### src/rtl/alu_op_sequencer_pkg.sv
// Shared types and constants for the ALU command sequencer.
// Holds the sequencer state encoding and the 2-bit ALU opcodes.
package alu_seq_pkg;

    localparam int unsigned DEF_W     = 4;
    localparam int unsigned DEF_DEPTH = 4;

    typedef enum logic [1:0] {
        IDLE   = 2'b00,
        EXEC   = 2'b01,
        RESULT = 2'b10
    } seq_state_t;

    localparam logic [1:0] OP_AND  = 2'b00;
    localparam logic [1:0] OP_OR   = 2'b01;
    localparam logic [1:0] OP_XOR  = 2'b10;
    localparam logic [1:0] OP_XNOR = 2'b11;

endpackage

### src/rtl/alu_op_sequencer_if.sv
// Bundle of the three sequencer channels: command in, ALU drive/return,
// result out. slave = sequencer side, master = surrounding environment.
//   cmd_*  : valid/ready command channel (operands + opcode)
//   alu_*  : registered operands/opcode to the ALU, alu_out1 back
//   res_*  : valid/ready result channel (data + opcode tag)
interface alu_op_sequencer_if #(
    parameter int unsigned W = 4
);
    logic         cmd_valid;
    logic         cmd_ready;
    logic [W-1:0] cmd_in1;
    logic [W-1:0] cmd_in2;
    logic [1:0]   cmd_sel;

    logic [W-1:0] alu_in1;
    logic [W-1:0] alu_in2;
    logic [1:0]   alu_sel;
    logic [W-1:0] alu_out1;

    logic         res_valid;
    logic         res_ready;
    logic [W-1:0] res_data;
    logic [1:0]   res_sel;

    modport slave (
        input  cmd_valid, cmd_in1, cmd_in2, cmd_sel, alu_out1, res_ready,
        output cmd_ready, alu_in1, alu_in2, alu_sel, res_valid, res_data, res_sel
    );

    modport master (
        output cmd_valid, cmd_in1, cmd_in2, cmd_sel, alu_out1, res_ready,
        input  cmd_ready, alu_in1, alu_in2, alu_sel, res_valid, res_data, res_sel
    );
endinterface

### src/rtl/alu_op_sequencer_cmd_fifo.sv
// Synchronous command FIFO, DEPTH entries of DW bits.
//   push/push_data : write request (ignored when full)
//   pop            : read request (ignored when empty)
//   head_c         : entry at the read pointer (combinational)
//   count          : registered occupancy, 0..DEPTH
module alu_cmd_fifo #(
    parameter int unsigned DEPTH = 4,
    parameter int unsigned DW    = 10
) (
    input  logic                     clk,
    input  logic                     rst_n,
    input  logic                     push,
    input  logic [DW-1:0]            push_data,
    input  logic                     pop,
    output logic [DW-1:0]            head_c,
    output logic [$clog2(DEPTH):0]   count
);
    localparam int unsigned AW = $clog2(DEPTH);
    localparam int unsigned CW = AW + 1;

    logic [DW-1:0] mem [DEPTH];
    logic [AW-1:0] wr_ptr;
    logic [AW-1:0] rd_ptr;
    logic          push_ok;
    logic          pop_ok;

    // Both qualifiers look only at the pre-edge occupancy.
    assign push_ok = push && (count != CW'(DEPTH));
    assign pop_ok  = pop && (count != '0);
    assign head_c  = mem[rd_ptr];

    // Storage needs no reset; occupancy gates every read.
    always_ff @(posedge clk) begin
        if (push_ok) begin
            mem[wr_ptr] <= push_data;
        end
    end

    // Pointers wrap naturally because DEPTH is a power of two.
    always_ff @(posedge clk or negedge rst_n) begin
        if (!rst_n) begin
            wr_ptr <= '0;
            rd_ptr <= '0;
            count  <= '0;
        end else begin
            if (push_ok) begin
                wr_ptr <= wr_ptr + AW'(1);
            end
            if (pop_ok) begin
                rd_ptr <= rd_ptr + AW'(1);
            end
            case ({push_ok, pop_ok})
                2'b10:   count <= count + CW'(1);
                2'b01:   count <= count - CW'(1);
                default: count <= count;
            endcase
        end
    end

endmodule

### src/rtl/alu_op_sequencer.sv
// Issue stage in front of the 4-bit ALU: queues commands, drives one at a
// time onto the ALU inputs, captures alu_out1 and offers it downstream.
//   clk, rst_n : clock, async active-low reset
//   bus        : command / ALU / result channels (slave view)
//   busy       : FSM not idle or commands still queued
//   count      : command FIFO occupancy
module alu_op_sequencer
    import alu_seq_pkg::*;
#(
    parameter int unsigned DEPTH = DEF_DEPTH,
    parameter int unsigned W     = DEF_W
) (
    input  logic                   clk,
    input  logic                   rst_n,
    alu_op_sequencer_if.slave      bus,
    output logic                   busy,
    output logic [$clog2(DEPTH):0] count
);
    localparam int unsigned CW = $clog2(DEPTH) + 1;
    localparam int unsigned DW = 2 * W + 2;

    seq_state_t    state;
    logic [W-1:0]  alu_in1_q;
    logic [W-1:0]  alu_in2_q;
    logic [1:0]    alu_sel_q;
    logic          res_valid_q;
    logic [W-1:0]  res_data_q;
    logic [1:0]    res_sel_q;

    logic          push_c;
    logic          pop_c;
    logic [DW-1:0] head_c;
    logic [1:0]    head_sel_c;
    logic [W-1:0]  head_in1_c;
    logic [W-1:0]  head_in2_c;

    assign bus.cmd_ready = (count != CW'(DEPTH));
    assign push_c        = bus.cmd_valid && bus.cmd_ready;

    // Pop from IDLE, or straight out of RESULT on a completed handshake.
    assign pop_c = (count != '0) &&
                   ((state == IDLE) ||
                    ((state == RESULT) && res_valid_q && bus.res_ready));

    assign {head_sel_c, head_in1_c, head_in2_c} = head_c;

    alu_cmd_fifo #(
        .DEPTH (DEPTH),
        .DW    (DW)
    ) u_fifo (
        .clk       (clk),
        .rst_n     (rst_n),
        .push      (push_c),
        .push_data ({bus.cmd_sel, bus.cmd_in1, bus.cmd_in2}),
        .pop       (pop_c),
        .head_c    (head_c),
        .count     (count)
    );

    // Sequencer FSM with ALU drive and result capture registers.
    always_ff @(posedge clk or negedge rst_n) begin
        if (!rst_n) begin
            state       <= IDLE;
            alu_in1_q   <= '0;
            alu_in2_q   <= '0;
            alu_sel_q   <= '0;
            res_valid_q <= 1'b0;
            res_data_q  <= '0;
            res_sel_q   <= '0;
        end else begin
            // ALU inputs move only on a pop so the ALU stays quiet otherwise.
            if (pop_c) begin
                alu_in1_q <= head_in1_c;
                alu_in2_q <= head_in2_c;
                alu_sel_q <= head_sel_c;
            end
            case (state)
                IDLE: begin
                    if (pop_c) begin
                        state <= EXEC;
                    end
                end
                EXEC: begin
                    res_data_q  <= bus.alu_out1;
                    res_sel_q   <= alu_sel_q;
                    res_valid_q <= 1'b1;
                    state       <= RESULT;
                end
                RESULT: begin
                    if (res_valid_q && bus.res_ready) begin
                        res_valid_q <= 1'b0;
                        state       <= pop_c ? EXEC : IDLE;
                    end
                end
                default: state <= IDLE;
            endcase
        end
    end

    assign bus.alu_in1   = alu_in1_q;
    assign bus.alu_in2   = alu_in2_q;
    assign bus.alu_sel   = alu_sel_q;
    assign bus.res_valid = res_valid_q;
    assign bus.res_data  = res_data_q;
    assign bus.res_sel   = res_sel_q;
    assign busy          = (state != IDLE) || (count != '0);

endmodule

### src/flat_wrapper.sv
// flat-port wrapper written by rule: the top's interface ports become plain ports
module alu_op_sequencer_flat import alu_seq_pkg::*;
#(
    parameter int unsigned DEPTH = DEF_DEPTH,
    parameter int unsigned W     = DEF_W
)
  (clk, rst_n, busy, count, bus_cmd_valid, bus_cmd_in1, bus_cmd_in2, bus_cmd_sel, bus_alu_out1, bus_res_ready, bus_cmd_ready, bus_alu_in1, bus_alu_in2, bus_alu_sel, bus_res_valid, bus_res_data, bus_res_sel);
  alu_op_sequencer_if #(.W(W)) bus_i ();
  input  logic clk;
  input  logic rst_n;
  output logic busy;
  output logic [$clog2(DEPTH):0] count;
  input wire logic [$bits(bus_i.cmd_valid)-1:0] bus_cmd_valid;
  input wire logic [$bits(bus_i.cmd_in1)-1:0] bus_cmd_in1;
  input wire logic [$bits(bus_i.cmd_in2)-1:0] bus_cmd_in2;
  input wire logic [$bits(bus_i.cmd_sel)-1:0] bus_cmd_sel;
  input wire logic [$bits(bus_i.alu_out1)-1:0] bus_alu_out1;
  input wire logic [$bits(bus_i.res_ready)-1:0] bus_res_ready;
  output wire logic [$bits(bus_i.cmd_ready)-1:0] bus_cmd_ready;
  output wire logic [$bits(bus_i.alu_in1)-1:0] bus_alu_in1;
  output wire logic [$bits(bus_i.alu_in2)-1:0] bus_alu_in2;
  output wire logic [$bits(bus_i.alu_sel)-1:0] bus_alu_sel;
  output wire logic [$bits(bus_i.res_valid)-1:0] bus_res_valid;
  output wire logic [$bits(bus_i.res_data)-1:0] bus_res_data;
  output wire logic [$bits(bus_i.res_sel)-1:0] bus_res_sel;
  assign bus_i.cmd_valid = bus_cmd_valid;
  assign bus_i.cmd_in1 = bus_cmd_in1;
  assign bus_i.cmd_in2 = bus_cmd_in2;
  assign bus_i.cmd_sel = bus_cmd_sel;
  assign bus_i.alu_out1 = bus_alu_out1;
  assign bus_i.res_ready = bus_res_ready;
  assign bus_cmd_ready = bus_i.cmd_ready;
  assign bus_alu_in1 = bus_i.alu_in1;
  assign bus_alu_in2 = bus_i.alu_in2;
  assign bus_alu_sel = bus_i.alu_sel;
  assign bus_res_valid = bus_i.res_valid;
  assign bus_res_data = bus_i.res_data;
  assign bus_res_sel = bus_i.res_sel;
  alu_op_sequencer #(.DEPTH(DEPTH), .W(W)) u_core (.clk(clk), .rst_n(rst_n), .bus(bus_i), .busy(busy), .count(count));
endmodule
### config.mk
export PLATFORM = sky130hd
export DESIGN_NAME = alu_op_sequencer_flat
export DESIGN_NICKNAME = d
export VERILOG_FILES = /design/src/rtl/alu_op_sequencer_pkg.sv /design/src/rtl/alu_op_sequencer_if.sv /design/src/rtl/alu_op_sequencer_cmd_fifo.sv /design/src/rtl/alu_op_sequencer.sv /design/src/flat_wrapper.sv
export SDC_FILE = /design/constraint.sdc
export NUM_CORES = 1
export LEC_CHECK = 0
export ABC_CLOCK_PERIOD_IN_PS = 2500
export CAP_MARGIN = 40
export CELL_PAD_IN_SITES_DETAIL_PLACEMENT = 0
export CELL_PAD_IN_SITES_GLOBAL_PLACEMENT = 1
export CORE_UTILIZATION = 30
export DETAILED_ROUTE_END_ITERATION = 10
export PLACE_DENSITY = 0.57
export SYNTH_ARGS = -nofsm -noshare
export SYNTH_HDL_FRONTEND = slang
export SYNTH_HIERARCHICAL = 1
export SYNTH_SLANG_ARGS = --single-unit
### constraint.sdc
create_clock -name clk -period 2.5 [get_ports clk]
set_clock_uncertainty 0.05 [all_clocks]
set_input_delay 0.25 -clock clk [delete_from_list [all_inputs] [get_ports clk]]
set_output_delay 0.25 -clock clk [all_outputs]
set_load 0.1 [all_outputs]
## Word level (Yosys, flattened, before mapping)

Memories as Yosys holds them, arrays and structs flattened. A register that Yosys moved wholly into a read port is not among the register bits.
Index checks and enable logic that the tools add are counted.

- Register bits: 16
- Bits in writable memories: 40
- Input port bits: 18
- Output and inout port bits: 22
- Memories: 1

- Add/subtract/negate cells: 4
- Equality and inequality tests: 7
- Multiplexer cells: 9
- Reductions and logical operators: 17

Memories:

| name | words | width | read ports | clocked after Yosys merged registers in | write ports | RTL line | text |
|---|---|---|---|---|---|---|---|
| u_core.u_fifo.mem | 4 | 10 | 1 | 1 | 1 | alu_op_sequencer_cmd_fifo.sv:21 | `logic [DW-1:0] mem [DEPTH];` |

Operator list:

| cell | number |
|---|---|
| logical AND 1 bit | 7 |
| one-hot mux 2 bit (3 select lines) | 1 |
| one-hot mux 3 bit (2 select lines) | 1 |
| nonzero test 2 bit | 3 |
| adder 2 x 1 -> 2 bit, second input constant | 2 |
| equality test 2 x 1 -> 1 bit, second input constant | 2 |
| equality test 2 bit, second input constant | 2 |
| two-way mux 1 bit | 4 |
| two-way mux 2 bit | 2 |
| AND reduction 2 bit | 2 |
| adder 3 x 1 -> 3 bit, second input constant | 1 |
| != test 3 bit, second input constant | 1 |
| nonzero test 3 bit | 1 |
| subtractor 3 x 1 -> 3 bit, second input constant | 1 |
| logical NOT 2 bit | 1 |
| logical OR 1 bit | 2 |
| != test 2 x 1 -> 1 bit, second input constant | 1 |
| != test 2 bit, second input constant | 1 |
| one-hot mux 1 bit (2 select lines) | 1 |
| logical NOT 1 bit | 1 |

## Depth between registers and ports, before layout

Gate-level depths: netlist of the first run.

- Depth after elaboration: 8
- Gate-level depth with buffers: 11

## By module

Netlist of the first run, hierarchy kept.

By module, submodules not included:

| module | instances | cells each | area an instance (um2) |
|---|---|---|---|
| alu_cmd_fifo | 1 | 89 | 1863.0 |
| alu_op_sequencer | 1 | 53 | 768.2 |

## Worst setup path before layout of the first run

OpenSTA, ideal clock, no wires.

- Path type: register to register
- From: register u_core.u_fifo.count[2]
- To: register u_core.u_fifo.count[2]
- Setup time: 168 ps
- Arrival: 3560 ps
- Required time: 2282 ps
- Path slack: -1278 ps
- Stages on the path, launching flop included: 11
- Path buffers: 0
- Period minus slack after synthesis: 3778 ps
- Path through: dfrtp_1 nand2_1 and2_1 a21boi_2 inv_1 ha_1 inv_1 fa_1 xor2_1 nor2_1 xor2_1

- Longest elaborated chain between the ends: 5
- Elaborated cells between the ends (all ways): 12
- Those cells by class: 2 x add/sub; 3 x eq/ne; 1 x mux; 6 x reduce/logical

RTL lines:

| element | RTL line | text |
|---|---|---|
| start, declared | alu_op_sequencer_cmd_fifo.sv:16 | `output logic [$clog2(DEPTH):0] count` |
| start signal, assigned | alu_op_sequencer_cmd_fifo.sv:53 | `2'b10: count <= count + CW'(1);` |
| start signal, assigned | alu_op_sequencer_cmd_fifo.sv:54 | `2'b01: count <= count - CW'(1);` |
| start signal, assigned | alu_op_sequencer_cmd_fifo.sv:55 | `default: count <= count;` |
| != test 3 bit * | alu_op_sequencer.sv:37 | `assign bus.cmd_ready = (count != CW'(DEPTH));` |
| via bus_cmd_ready | flat_wrapper.sv:19 | `output wire logic [$bits(bus_i.cmd_ready)-1:0] bus_cmd_ready;` |
| logical AND 1 bit * | alu_op_sequencer.sv:38 | `assign push_c = bus.cmd_valid && bus.cmd_ready;` |
| via u_core.push_c | alu_op_sequencer.sv:30 | `logic push_c;` |
| logical AND 1 bit * | alu_op_sequencer_cmd_fifo.sv:28 | `assign push_ok = push && (count != CW'(DEPTH));` |
| equality test 2 x 1 -> 1 bit or equality test 2 bit (tied branches) | alu_op_sequencer_cmd_fifo.sv:52 | `case ({push_ok, pop_ok})` |
| one-hot mux 3 bit (2 select lines) or nonzero test 2 bit (tied branches) | -- |  |

Mark *: on every way through the listed nets, which the timed path passes. The rest lies on a longest branch.
A chain may end at the register's enable or synchronous reset.

## Worst setup path after layout of the first run

- From: register u_core.u_fifo.count[0]
- To: register u_core.u_fifo.count[2]

- Longest elaborated chain between the ends: 5
- Elaborated cells between the ends (all ways): 12
- Those cells by class: 2 x add/sub; 3 x eq/ne; 1 x mux; 6 x reduce/logical

RTL lines:

| element | RTL line |
|---|---|
| != test 3 bit * | alu_op_sequencer.sv:37 |
| logical AND 1 bit * | alu_op_sequencer.sv:38 |
| via u_core.push_c | alu_op_sequencer.sv:30 |
| logical AND 1 bit * | alu_op_sequencer_cmd_fifo.sv:28 |
| equality test 2 x 1 -> 1 bit or equality test 2 bit (tied branches) | alu_op_sequencer_cmd_fifo.sv:52 |
| one-hot mux 3 bit (2 select lines) or nonzero test 2 bit (tied branches) | -- |

Marked as above.

==> impl_results.md, run 1 <==
* Status: completed
* Via count at 1367
* CP cell instances: nor2_4 > nand2_8 > and2_4 > a21boi_4 > inv_1 > ha_2 > inv_1 > fa_2 > xor2_1 > nor2_1 > xor2_1
* Reg2reg setup slack at 0.22 ns
* Layout Nets at 221
* Synth Instances at 142
* Hold Vio Cnt, Final at 0
* IO Pins at 40
* Critical Path Max Stage Delay at 0.53 ns
* Hold Path Class: input pin to asynchronous set/reset pin
* MaxCap Viol Count at 0
* FMAX at 0.438 GHz
* Die area at 9150 um2
* Die Ht at 95.7 um
* Placed Cells at 291
* Global route hottest layer: met2
* Met1 Use GR at 13.8%
* DRC viols at 0
* CTS sink cnt at 66
* Max FO, Critical Path at 7
* FP Rows at 33
* N_diodes at 0
* Fin cells at 307
* Antenna violations before repair at 0
* CP bufs+invs at 2
* Crit-path slowest cell: dfrtp_4
* Total negative setup slack at 0 ns
* GPL Wtd Cong at 0.700
* Clock transition at path regs at 0.07 ns
* Most common library cell in the layout ignoring fill and taps: edfxtp_1
* Gr ovfl total at 0
* Core Util, Final at 40.3%
* Core ar. at 8340 um2
* Vias per cell at 4.45
* Seq cells post-synth at 66
* Global-route wire length before repair at 7.79 mm
* Syn avg cell area at 18.5 um2
* Max clock buf depth at 2
* Hold buffers post-CTS at 0
* Fin Hold WS at 0.249 ns
* WL final at 4.92 mm
* Initial Util at 31.5%
* Highest-count cells in the layout ignoring fill and taps: 40 x edfxtp_1, 31 x buf_4, 22 x dfrtp_1
* First-pass detailed-route iteration total at 4
* Min cycle time layout at 2.28 ns
* Distinct cells, synth at 25
* H-tree Lvls at 3
* Post-synthesis instance area at 2630 um2
* Total routing usage reported by global routing at 12.4%
* Crit path required time at 2.70 ns
* Max_slew headroom at 61.9%
* # resized after CTS at 0
* Skew-Pair Late Insertion Delay at 0.33 ns
* Routed WL per cell at 16.0 um
* Startpoint types: flop
* Period utilization at 91.3%
* CP top delay family: flip-flops
* Critical path arrival at 2.48 ns
* CTS tree: done
* Sequential-to-total area share from yosys stat at 70.4%
* TritonCTS buffer count at 9
* DP Wirelength at 3.32 mm
* Setup violators final at 0
* Pin count of the biggest net entering global routing at 27
* Final-report max-slew violation count at 0
* Root buf cell: clkbuf_8
* Number of global-route vias before repair at 1482
* Global Route met3 Usage at 4.39%
* # Post-CTS Setup Buffers at 0
* Antenna-violating nets left at 0
* Critical path class: flop to flop
* Port Buf Inserts at 39
* Worst Tran Pin Value at 0.570 ns
* Syn nets at 166
* Initial drt markers at 56
* Area Growth Syn to Fin at 27.7%
* CP Capture Type: flop
* Met2 usage at 21.1%
* RSZ-0062 raised after global routing: no
* Yosys warns at 6
* Ratio of cells with drive above 1 in the final layout at 39.6%
* Die width at 95.7 um
[flip-flops by register name, summed over array words and instances, names as in the netlist]
register and count:
u_core/bus.res_valid 1, u_core/bus.alu_in1 4, u_core/bus.alu_in2 4, u_core/bus.alu_sel 2, u_core/u_fifo/mem 40, u_core/u_fifo/rd_ptr 2
u_core/bus.res_sel 2, u_core/u_fifo/wr_ptr 2, u_core/u_fifo/count 3, u_core/state 2, u_core/bus.res_data 4
[per-stage QoR]
step / instance area (um2) / setup slack [ns]
final: 3360 / 0.217
after global routing: 3360 / 0.124
after CTS: 3360 / 0.225
after detailed placement: 3190 / 0.0521
after global placement: 3190 / 0.132
after floorplan: 2690 / 0.0139
[routing by layer]
layer,vias to the layer above,routed length [um]
met3,5,232
met1,696,1940
met4,0,55
met5,-,0
li1,642,-
met2,24,2690
[cell families after synthesis]
family          synth area share (%)
compound gates                  2.38
simple gates                    3.38
flops                           70.4
buf+inv                         2.24
xor+xnor                        2.00
mux                             16.5
fa+ha+maj                       3.14
[worst paths after layout]
check | from | endpoint | depth (start not counted)
max | u_core/u_fifo/count[0]$_DFFE_PN0P_ | u_core/u_fifo/count[2]$_DFFE_PN0P_ | 11
min | rst_n | u_core/bus.res_sel[1]$_DFFE_PN0P_ | 2
max reg2reg | u_core/u_fifo/count[0]$_DFFE_PN0P_ | u_core/u_fifo/count[2]$_DFFE_PN0P_ | 11
min reg2reg | u_core/bus.res_sel[1]$_DFFE_PN0P_ | u_core/bus.res_sel[1]$_DFFE_PN0P_ | 1
max in group asynchronous | rst_n | u_core/u_fifo/count[1]$_DFFE_PN0P_ | 2
min in group clk | u_core/bus.res_sel[1]$_DFFE_PN0P_ | u_core/bus.res_sel[1]$_DFFE_PN0P_ | 1
[Yosys cell counts, drive strengths merged]
master	instances	share of area (%)
dfrtp	26	25
a21oi	3	0.57
nor3	1	0.62
xnor2	3	1.0
ha	5	2.4
mux4	10	8.8
buf	4	1.2
mux2i	1	0.38
nand2	7	1.0
nor2b	1	0.24
o31a	1	0.33
xor2	3	1.0
and2	4	0.95
a211oi	2	0.76
o21bai	1	0.29
nor2	4	0.57
fa	1	0.76
edfxtp	40	46
inv	7	1.0
a21boi	1	0.43
mux2	17	7.3
[final cells by class]
class,count,area (um2)
clock buffer,13,159
clock inverter,3,13.8
fill,800,4980
inverter,7,26.3
multi-input combinational,65,759
sequential,66,1870
tap,105,131
timing repair buffer,48,403
Power of run 1 is left out: the tool's default activity adds up to more than one toggle a clock period on the data nets, which glitch-free logic cannot reach.
==> run 2, diff against run 1 <==
--- a/config.mk
+++ b/config.mk
@@ -9,9 +9,10 @@
 export CAP_MARGIN = 40
 export CELL_PAD_IN_SITES_DETAIL_PLACEMENT = 0
 export CELL_PAD_IN_SITES_GLOBAL_PLACEMENT = 1
-export CORE_UTILIZATION = 30
+export CORE_MARGIN = 2
+export CORE_UTILIZATION = 45
 export DETAILED_ROUTE_END_ITERATION = 10
-export PLACE_DENSITY = 0.57
+export PLACE_DENSITY = 0.79
 export SYNTH_ARGS = -nofsm -noshare
 export SYNTH_HDL_FRONTEND = slang
 export SYNTH_HIERARCHICAL = 1
==> run 2 against run 1 <==
  * Die area fell by 29%
  * Critical path depth unchanged
  * Largest cell class unchanged
  * Via count fell by 1.8%
  * Sequential share of layout area is 1.2 points higher
  * Critical endpoint unchanged
  * Register-to-register slack better by 0.02 ns
  * Setup slack improved by 0.021 ns
  * Worst hold slack improved by 0.0044 ns
  * Highest routed layer unchanged
  * Routed wire length down 8.7%
  * Sequential cell count unchanged
  * First-iteration DRC count is 14% higher
  * Core utilization rose by 19 points
==> impl_results.md, run 2 (synthesis results as in run 1) <==
* Fin area at 3290 um2
* Total routing usage reported by global routing at 15.9%
* Number of global-route vias before repair at 1458
* CP Depth at 11
* # resized after CTS at 0
* Vias per cell at 4.97
* Global-route wire length before repair at 7.29 mm
* Ratio of cells with drive above 1 in the final layout at 39.4%
* CTS sink cnt at 66
* Initial drt markers at 64
* Min cycle time layout at 2.26 ns
* CP cell instances: nor2_4 > nand2_8 > and2_4 > a21boi_4 > inv_1 > ha_2 > inv_1 > fa_2 > xor2_1 > nor2_1 > xor2_1
* Clock transition at path regs at 0.07 ns
* Period utilization at 90.5%
* Max_slew headroom at 60.4%
* MaxCap Viol Count at 0
* Max FO, Critical Path at 7
* Critical path arrival at 2.46 ns
* Die Ht at 80.5 um
* CP bufs+invs at 2
* Placed inst area at 3120 um2
* FP Rows at 27
* Crit path required time at 2.70 ns
* Fin worst setup slack at 0.238 ns
* WL final at 4.49 mm
* Gr ovfl total at 0
* H-tree Lvls at 3
* Core ar. at 5570 um2
* Antenna violations before repair at 0
* N_diodes at 0
* Area Growth Syn to Fin at 24.9%
* First-pass detailed-route iteration total at 4
* TritonCTS buffer count at 9
* Routed WL per cell at 16.6 um
* Highest-count cells in the layout ignoring fill and taps: 40 x edfxtp_1, 27 x buf_4, 22 x dfrtp_1
* Critical Path Max Stage Delay at 0.54 ns
* Setup crit end: u_core/u_fifo/count[2]$_DFFE_PN0P_
* Worst Tran Pin Value at 0.593 ns
* Critical path class: flop to flop
* FMAX at 0.442 GHz
* Total negative setup slack at 0 ns
* CP Capture Type: flop
* Max clock buf depth at 2
* Via count at 1342
* Crit-path slowest cell: dfrtp_4
* RSZ-0062 raised after global routing: no
* IO Pins at 40
* Die area at 6470 um2
* Skew-Pair Late Insertion Delay at 0.33 ns
* Max reg flops at 40
* Worst reg2reg endpoint: u_core/u_fifo/count[2]$_DFFE_PN0P_
* GPL Wtd Cong at 0.764
* Most common library cell in the layout ignoring fill and taps: edfxtp_1
* Layout fillers at 423
* Layout Nets at 217
* Die width at 80.5 um
* Final-report max-slew violation count at 0
* Port Buf Inserts at 39
* Reg2reg setup slack at 0.24 ns
* Hold buffers post-CTS at 0
* Placed Cells at 254
* Place WS at 0.0681 ns
* Fin cells at 270
* DP Wirelength at 3.10 mm
* Reg2Reg Depth at 11
* Root buf cell: clkbuf_8
* Pin count of the biggest net entering global routing at 27
* # Post-CTS Setup Buffers at 0
* Reg-to-reg startpoint: u_core/u_fifo/count[0]$_DFFE_PN0P_
* Hold Path Class: input pin to asynchronous set/reset pin
* Initial Util at 47.2%
* Hold Vio Cnt, Final at 0
* Status: completed
* Setup violators final at 0
* CTS tree: done
* DRC viols at 0
* Largest Register: u_core/u_fifo/mem
* CP top delay family: flip-flops
* Crit path from: u_core/u_fifo/count[0]$_DFFE_PN0P_
* Startpoint types: flop
* Antenna-violating nets left at 0
[run 2: cell types whose count changed in the layout (fill, tap and decap cells not counted)]
| cell | previous run | this run |
|---|---|---|
| clkbuf_1 | 2 | 1 |
| clkinv_2 | 2 | 3 |
| clkbuf_8 | 11 | 10 |
| clkinv_1 | 1 | 0 |
| clkinvlp_4 | 0 | 2 |
| buf_4 | 31 | 27 |
[run 2: per-layer routing]
layer | global-route usage (%) | up-vias | part of all wire [%]
met5 | 0 | - | 0
met4 | 8.14 | 0 | 1.6
met3 | 3.82 | 6 | 4.1
met2 | 27.1 | 31 | 53
met1 | 18.8 | 675 | 41
li1 | - | 630 | -
[run 2: final cells by class]
| cell class | instances | area, um2 | share of cell area, % |
|---|---|---|---|
| Clock buffer | 11 | 141 | 4.30 |
| Clock inverter | 5 | 30.0 | 0.914 |
| Inverter | 7 | 26.3 | 0.799 |
| Multi-Input combinational cell | 65 | 759 | 23.1 |
| Sequential cell | 66 | 1870 | 56.8 |
| Tap cell | 72 | 90.1 | 2.74 |
| Timing Repair Buffer | 44 | 373 | 11.3 |
[run 2: how the worst min path moves through the flow]
| stage | endpoint | depth (start not counted) | startpoint | slack, ns |
|---|---|---|---|---|
| after global placement | u_core/bus.res_data[3]$_DFFE_PN0P_ | 1 | u_core/bus.res_data[3]$_DFFE_PN0P_ | 0.44 |
| after detailed placement | u_core/bus.res_data[2]$_DFFE_PN0P_ | 1 | u_core/bus.res_data[2]$_DFFE_PN0P_ | 0.45 |
| after floorplan | u_core/bus.alu_in1[0]$_DFFE_PN0P_ | 0 | rst_n | -0.1 |
| after CTS | u_core/bus.alu_in1[2]$_DFFE_PN0P_ | 2 | rst_n | 0.26 |
| after global routing | u_core/bus.alu_in1[2]$_DFFE_PN0P_ | 2 | rst_n | 0.29 |
| final | u_core/bus.alu_in1[2]$_DFFE_PN0P_ | 2 | rst_n | 0.25 |
[run 2: per-stage QoR]
step           util [%]  hold WS [ns]
6_report           59.0         0.254
3_5_place_dp       55.9         0.449
3_3_place_gp       55.9         0.441
4_1_cts            59.0         0.259
5_1_grt            59.0         0.286
2_1_floorplan         -       -0.0956
Power of run 2 is left out for the same reason.
